<file path="config.mk">
export PLATFORM = sky130hd
export DESIGN_NAME = i2s_tx_frame_cntlr
export DESIGN_NICKNAME = d
export VERILOG_FILES = /design/src/rtl/i2s_tx_frame_cntlr.sv
export SDC_FILE = /design/constraint.sdc
export NUM_CORES = 1
export LEC_CHECK = 0
export ABC_AREA = 1
export BUFFER_PORTS_ARGS = -buffer_cell sky130_fd_sc_hd__buf_2
export CELL_PAD_IN_SITES_DETAIL_PLACEMENT = 2
export CELL_PAD_IN_SITES_GLOBAL_PLACEMENT = 2
export CORE_UTILIZATION = 31
export CTS_CLUSTER_DIAMETER = 30
export DETAILED_ROUTE_END_ITERATION = 7
export MAX_ROUTING_LAYER = met4
export PLACE_DENSITY = 0.78
export RECOVER_POWER = 100
export SYNTH_ARGS = -nofsm -noshare
export SYNTH_HDL_FRONTEND = slang
export SYNTH_SLANG_ARGS = --single-unit
</file>
<file path="constraint.sdc">
create_clock -name clk -period 2.5 [get_ports clk]
set_input_delay 0.125 -clock clk [delete_from_list [all_inputs] [get_ports clk]]
set_output_delay 0.125 -clock clk [all_outputs]
set_load 0.005 [all_outputs]
</file>
<file path="src/rtl/i2s_tx_frame_cntlr.sv">
// I2S / left-justified / TDM transmit frame controller: turns serial-clock edge pulses into
// per-slot load, per-bit shift, word select / frame sync and a sticky underrun flag.
module i2s_tx_frame_cntlr #(
  parameter int DATA_WIDTH   = 16,
  parameter int SLOT_WIDTH   = 32,
  parameter int NUM_CHANNELS = 2,
  parameter int CW           = $clog2(NUM_CHANNELS)
) (
  input  logic          clk,
  input  logic          rst,
  input  logic          edge_detected,
  input  logic          enable,
  input  logic          lj_mode,
  input  logic          sample_valid,
  input  logic          clr_underrun,
  output logic          load,
  output logic          load_zero,
  output logic          shift,
  output logic          ws,
  output logic [CW-1:0] channel,
  output logic          frame_start,
  output logic          underrun,
  output logic [1:0]    dbg_state
);

  localparam int            BW       = $clog2(SLOT_WIDTH);
  localparam logic [BW-1:0] LAST_BIT = BW'(SLOT_WIDTH - 1);
  localparam logic [CW-1:0] LAST_CH  = CW'(NUM_CHANNELS - 1);
  localparam bit            TDM      = (NUM_CHANNELS > 2);

  if (DATA_WIDTH > SLOT_WIDTH || SLOT_WIDTH < 2 || NUM_CHANNELS < 2) begin : g_bad_params
    $error("i2s_tx_frame_cntlr: illegal DATA_WIDTH/SLOT_WIDTH/NUM_CHANNELS combination");
  end

  typedef enum logic [1:0] {IDLE = 2'd0, SYNC = 2'd1, ACTIVE = 2'd2} state_t;

  state_t        state_q, state_d;
  logic          lj_q, lj_d;
  logic [BW-1:0] bit_cnt_q, bit_cnt_d;
  logic [CW-1:0] slot_q, slot_d;
  logic          load_q, load_d, load_zero_q, load_zero_d, shift_q, shift_d;
  logic          ws_q, ws_d, frame_start_q, frame_start_d, underrun_q, underrun_d;
  logic [CW-1:0] channel_q, channel_d;

  logic [BW-1:0] cur_bit;
  logic [CW-1:0] cur_slot, next_slot;
  logic          last_bit, last_slot, set_underrun;

  // Sample handshake: a load pulse consumes the sample offered with sample_valid=1;
  // with sample_valid=0 the same load pulse carries load_zero and nothing is consumed.
  always_comb begin
    state_d       = state_q;
    lj_d          = lj_q;
    bit_cnt_d     = bit_cnt_q;
    slot_d        = slot_q;
    channel_d     = channel_q;
    ws_d          = ws_q;
    load_d        = 1'b0;
    load_zero_d   = 1'b0;
    shift_d       = 1'b0;
    frame_start_d = 1'b0;
    set_underrun  = 1'b0;
    cur_bit       = (state_q == SYNC) ? '0 : bit_cnt_q;
    cur_slot      = (state_q == SYNC) ? '0 : slot_q;
    last_bit      = (cur_bit == LAST_BIT);
    last_slot     = (cur_slot == LAST_CH);
    next_slot     = last_slot ? '0 : cur_slot + 1'b1;

    case (state_q)
      IDLE: begin
        if (enable) begin
          state_d = SYNC;
          lj_d    = lj_mode;
        end
      end
      SYNC, ACTIVE: begin
        if (edge_detected) begin
          state_d   = ACTIVE;
          bit_cnt_d = last_bit ? '0 : cur_bit + 1'b1;
          slot_d    = last_bit ? next_slot : cur_slot;
          if (cur_bit == '0) begin
            load_d        = 1'b1;
            load_zero_d   = !sample_valid;
            set_underrun  = !sample_valid;
            frame_start_d = (cur_slot == '0);
            channel_d     = cur_slot;
          end else begin
            shift_d = 1'b1;
          end
          // I2S moves ws one bit ahead of the slot it belongs to; LJ aligns it with the load.
          if (TDM) begin
            ws_d = lj_q ? ((cur_bit == '0) && (cur_slot == '0)) : (last_bit && last_slot);
          end else if (lj_q) begin
            if (cur_bit == '0) ws_d = cur_slot[0];
          end else if (last_bit) begin
            ws_d = next_slot[0];
          end
          if (last_bit && last_slot && !enable) begin
            state_d   = IDLE;
            ws_d      = 1'b0;
            channel_d = '0;
            bit_cnt_d = '0;
            slot_d    = '0;
          end
        end
      end
      default: state_d = IDLE;
    endcase

    underrun_d = set_underrun ? 1'b1 : (clr_underrun ? 1'b0 : underrun_q);
  end

  always_ff @(posedge clk or posedge rst) begin
    if (rst) begin
      state_q       <= IDLE;
      lj_q          <= 1'b0;
      bit_cnt_q     <= '0;
      slot_q        <= '0;
      channel_q     <= '0;
      ws_q          <= 1'b0;
      load_q        <= 1'b0;
      load_zero_q   <= 1'b0;
      shift_q       <= 1'b0;
      frame_start_q <= 1'b0;
      underrun_q    <= 1'b0;
    end else begin
      state_q       <= state_d;
      lj_q          <= lj_d;
      bit_cnt_q     <= bit_cnt_d;
      slot_q        <= slot_d;
      channel_q     <= channel_d;
      ws_q          <= ws_d;
      load_q        <= load_d;
      load_zero_q   <= load_zero_d;
      shift_q       <= shift_d;
      frame_start_q <= frame_start_d;
      underrun_q    <= underrun_d;
    end
  end

  assign load        = load_q;
  assign load_zero   = load_zero_q;
  assign shift       = shift_q;
  assign ws          = ws_q;
  assign channel     = channel_q;
  assign frame_start = frame_start_q;
  assign underrun    = underrun_q;
  assign dbg_state   = state_q;

endmodule

</file>
==> run summary, run 1 <==
Mapped Cells = 103
WL met2 = 1.03 mm
crit-path max FO = 7
cell count along the critical path = 12
placer congestion estimate = 0.753
clock-pin slew on the worst setup and hold paths = 0.09 ns
Crit. End Element = flop
die height = 54.5 um
via density per instance = 4.80
Synth Net Count = 117
Layout Skew = 0.000859 ns
cell family with most CP delay = adder cells
largest net degree at the start of global routing = 17
Die ar. = 2970 um2
Startpoint Class = flop
net load switching power = 535 uW
most used cell, CP = nand2_1
Yosys warning count = 0
detailed-route via count = 734
drt total wl = 2.09 mm
Global Route Usage Sum = 0.168
Root Driver = clkbuf_4
most area-hungry cell type in the Yosys netlist = dfrtp_1
Core Box Area = 2540 um2
VDD IR max = 0.439 mV
top cell types by occurrence after synthesis = nand2_1, inv_1, dfrtp_1
CTS tree = yes
Buf+Inv Stages, Crit Path = 0
RR Startpoint = dbg_state[0]$_DFFE_PP0P_
grt ovf = 0
Logic pwr share = 0.514
antenna violations before repair = 0
Critical-path top delay cell = dfrtp_1
most frequent cell after synthesis = nand2_1
Least-Margin Pin Slew = 0.648 ns
first-pass GRT wire length = 3.33 mm
RSZ-0062 raised after global routing = false
clock power share = 0.116
switching share of total power = 0.455
Iter 0 DRT Violations = 6
Hold Path Depth = 2
Fmax = 436 MHz
critical path type = flop to flop
Leak = 0.540 nW
Yosys cell types = 17
I/O Pins = 16
max_slew headroom = 0.568
crit path from = dbg_state[0]$_DFFE_PP0P_
final hold slack = 0.0274 ns
Rows = 18
worst setup margin = 0.208 ns
pwr/cell area = 1170 nW/um2
hold wc startpoint = clr_underrun
crit-path cells = ha_2, nor2_2, ha_1, nand2_1, nor2_1, ha_1, ha_1, nand2_1, a31oi_4, nand2_1, nand2_1, nand2_1
Internal Pwr Total = 640 uW
DRT antenna net count = 0
final setup fails = 0
Port Buf Inserts = 15
max-slew violations = 0
Detailed Place HPWL = 1.62 mm
P&R area growth vs syn = 18.0%
Met3 Wirelength = 58 um
max reg flops = 5
Sequential Power Share = 0.370
Synth Flop Type = dfrtp_1
# fillers = 310
Syn Std Cell Area = 853 um2
Total Power = 1.17 mW
outcome = finished clean
synth top area cells = dfrtp_1, ha_1, nand2_1, inv_1, o21ai_0
share of layout cells above drive strength 1 = 0.146
CTS HTree Levels = 1
# nets final = 139
Post-CTS Setup Bufs = 0
Fin. Hold Viols = 0
reg2reg path depth = 12
clock net sink count = 16
TritonCTS buffer count = 3
top layer in use = met4
clk buf depth = 2
Period minus WS final = 2.29 ns
DR DRC count = 0
slowest stage delay, CP = 0.43 ns
dpl ws = 0.0360 ns
vias in the first global route = 757
initial core utilization = 0.335
Yosys reg bits = 16
HP Class = primary input to flop
period utilisation layout = 0.917
Avg Inst Size Synth = 8.28 um2
clk_lat worst skew = 0.28 ns
Post-Route Setup TNS = 0 ns
ANT cells = 0
mean routed wirelength per cell = 13.7 um
Crit path arrival time = 2.48 ns
Post-Route M1 WL = 991 um
1st-pass router iterations = 4
max-cap violations = 0
Seq/Total Area, Yosys = 0.469
chip width = 54.5 um
area share of the largest cell type after synthesis = 0.469
Top reg by flops = bit_cnt_q
Post-synth EDFFs = 0
Critical Path RT = 2.68 ns
ys async rst share = 1.00
[cell usage in the layout (no fill, tap or decap)]
cell,instances
a21oi_1,2
nand2_1,24
ha_2,1
a31oi_4,1
a21oi_4,1
inv_1,21
clkbuf_4,3
ha_1,6
o22ai_1,3
inv_2,1
nor2_2,1
clkbuf_1,6
buf_2,9
nor3_1,1
o21ai_0,9
nand3_1,4
dlygate4sd3_1,2
dfrtp_1,16
nor2_1,11
o22ai_2,1
[worst register-to-register path: cells and delay by family (launching register included)]
kind,cells,cell delay (ns)
DFF,1,0.43
AOI/OAI and AO/OA,1,0.18
and+or+nand+nor,7,0.74
adders and majority gates,4,0.86
[through the flow]
step	cells	util	area, um2
2_1_floorplan	103	-	853
3_3_place_gp	148	0.380	966
3_5_place_dp	148	0.380	966
4_1_cts	153	0.396	1010
5_1_grt	153	0.396	1010
6_report	153	0.396	1010
[final timing paths]
path	endpoint	slack, ns
max in group asynchronous	load$_DFF_PP0_	1.61
max	ws$_DFFE_PP0P_	0.21
min reg2reg	ws$_DFFE_PP0P_	0.48
min	underrun$_DFFE_PP0P_	0.03
min in group asynchronous	ws$_DFFE_PP0P_	0.48
max reg2reg	ws$_DFFE_PP0P_	0.21
[power by group through the flow]
| stage | sequential [mW] | clock [mW] | combinational (mW) |
|---|---|---|---|
| 5_1_grt | 0.454 | 0.153 | 0.703 |
| 4_1_cts | 0.439 | 0.146 | 0.635 |
| 3_5_place_dp | 0.445 | 0 | 0.628 |
| 3_3_place_gp | 0.437 | 0 | 0.601 |
| 6_report | 0.435 | 0.136 | 0.603 |
| 2_1_floorplan | 0.439 | 0 | 0.425 |
[layer usage]
metal  up-vias  GRT usage
met4         0     0.0513
met5         -          -
met1       360      0.202
met2        11      0.274
met3         2     0.0417
li1        361          -
[layout make-up]
class	instances	area (um2)	share of cell area
Sequential cell	16	400	0.398
Timing Repair Buffer	17	87.6	0.0870
Inverter	22	82.6	0.0820
Multi-Input combinational cell	65	377	0.374
Tap cell	30	37.5	0.0373
Clock buffer	3	22.5	0.0224
[cell families after synthesis]
group | share of synthesized area
AO/OA/AOI/OAI | 0.132
adder cells (fa/ha/maj) | 0.103
buffers and inverters | 0.0968
flip-flops | 0.469
AND/OR/NAND/NOR | 0.199
[timing repair]
item	CTS	global route
hold buffers	2	0
endpoints found under the setup margin	0	5
endpoints found under the hold margin	17	0
gates resized for setup	0	4
Power figures use the tool's default switching activity.
==> run 2, diff against run 1 <==
--- a/config.mk
+++ b/config.mk
@@ -6,12 +6,13 @@
 export NUM_CORES = 1
 export LEC_CHECK = 0
 export ABC_AREA = 1
-export BUFFER_PORTS_ARGS = -buffer_cell sky130_fd_sc_hd__buf_2
+export BUFFER_PORTS_ARGS = -buffer_cell sky130_fd_sc_hd__clkbuf_2
 export CELL_PAD_IN_SITES_DETAIL_PLACEMENT = 2
 export CELL_PAD_IN_SITES_GLOBAL_PLACEMENT = 2
 export CORE_UTILIZATION = 31
 export CTS_CLUSTER_DIAMETER = 30
 export DETAILED_ROUTE_END_ITERATION = 7
+export GPL_ROUTABILITY_DRIVEN = 0
 export MAX_ROUTING_LAYER = met4
 export PLACE_DENSITY = 0.78
 export RECOVER_POWER = 100
==> run summary, run 2 (synthesis results as in run 1) <==
via density per instance = 4.87
Period minus WS final = 2.30 ns
max-slew violations = 0
detailed-route via count = 765
Hold Path Depth = 2
reg2reg path depth = 12
Die ar. = 2970 um2
DR DRC count = 0
critical path type = flop to flop
Iter 0 DRT Violations = 3
RSZ-0062 raised after global routing = false
Post-Route Setup TNS = 0 ns
Port Buf Inserts = 15
HP Class = primary input to flop
CTS HTree Levels = 1
crit path from = dbg_state[1]$_DFFE_PP0P_
CTS tree = yes
Rows = 18
Detailed Place HPWL = 1.71 mm
grt ovf = 0
P&R area growth vs syn = 19.5%
max reg flops = 5
drt total wl = 2.34 mm
max-cap violations = 0
Core Box Area = 2540 um2
Leak = 0.549 nW
RR Startpoint = dbg_state[1]$_DFFE_PP0P_
Fin. Hold Viols = 0
DRT antenna net count = 0
initial core utilization = 0.335
Worst R2R End = bit_cnt_q[2]$_DFFE_PP0P_
Root Driver = clkbuf_4
CP Capture Point = bit_cnt_q[2]$_DFFE_PP0P_
# nets final = 142
largest net degree at the start of global routing = 17
I/O Pins = 16
Core Util, Final = 0.401
final setup fails = 0
final hold slack = 0.0100 ns
commonest non-fill, non-tap cell in the layout = nand2_1
crit-path max FO = 7
1st-pass router iterations = 4
r2r setup slk = 0.20 ns
period utilisation layout = 0.919
Global Route Usage Sum = 0.194
clock net sink count = 16
die height = 54.5 um
Startpoint Class = flop
Fmax = 435 MHz
outcome = finished clean
Critical Path RT = 2.72 ns
Top reg by flops = bit_cnt_q
antenna violations before repair = 0
clock-pin slew on the worst setup and hold paths = 0.11 ns
TritonCTS buffer count = 3
clk_lat worst skew = 0.30 ns
Least-Margin Pin Slew = 0.672 ns
vias in the first global route = 821
post-route design area = 1020 um2
Crit. End Element = flop
Post-Place Cell Area = 966 um2
VDD IR max = 0.482 mV
most frequent cells in the layout = nand2_1, inv_1, dfrtp_1, nor2_1
Crit path arrival time = 2.52 ns
share of layout cells above drive strength 1 = 0.150
first-pass GRT wire length = 3.88 mm
pwr/cell area = 1220 nW/um2
Layout Skew = 0.00310 ns
chip width = 54.5 um
clk buf depth = 2
mean routed wirelength per cell = 14.9 um
max_slew headroom = 0.551
ANT cells = 0
==> run 2: through the flow <==
stage / std cells / power [mW] / setup slack [ns]
3_3_place_gp: 148 / 1.04 / 0.149
4_1_cts: 154 / 1.29 / 0.0806
5_1_grt: 157 / 1.38 / 0.00137
3_5_place_dp: 148 / 1.09 / 0.0219
2_1_floorplan: 103 / 0.864 / 0.383
6_report: 157 / 1.25 / 0.204
==> run 2: power breakdown <==
part | internal, mW | switching [mW]
Sequential | 0.373 | 0.0709
Combinational | 0.218 | 0.399
Clock | 0.0888 | 0.0961
Total | 0.680 | 0.566
==> run 2: worst max-delay path: stages, from the launching register on <==
cell      delay [ns]
dfrtp_1         0.42
inv_1           0.09
ha_2            0.28
nor2_1          0.09
ha_1            0.22
nand2_1         0.11
nor2_2          0.06
ha_1            0.18
ha_1            0.24
a21oi_4         0.19
clkbuf_1        0.17
nand2_1         0.07
o22ai_1         0.10
==> run 2: routing by layer <==
layer | wire length (um) | global-route usage
met4 | 23 | 0.0641
met5 | 0 | -
met2 | 1210 | 0.321
met1 | 1040 | 0.236
met3 | 72 | 0.0333
==> run 2: area by class of cell <==
class	instances	area, um2
Clock buffer	4	36.3
Fill cell	326	1530
Inverter	22	82.6
Multi-Input combinational cell	65	362
Sequential cell	16	400
Tap cell	30	37.5
Timing Repair Buffer	20	101
==> run 2: how the worst min path moves through the flow <==
stage	from	end	slack [ns]
after floorplan	rst	bit_cnt_q[0]$_DFFE_PP0P_	0.04
after global placement	rst	channel$_DFFE_PP0P_	0.22
after detailed placement	rst	channel$_DFFE_PP0P_	0.24
after CTS	clr_underrun	underrun$_DFFE_PP0P_	0.01
after global routing	clr_underrun	underrun$_DFFE_PP0P_	0.01
final	clr_underrun	underrun$_DFFE_PP0P_	0.01
==> run 2: repair_timing <==
action	in CTS	in global routing
hold buffers	2	0
hold endpoints to repair	17	0
pin swaps	0	1
gates resized for setup	1	2
endpoints found under the setup margin	2	3
buffers inserted	0	3
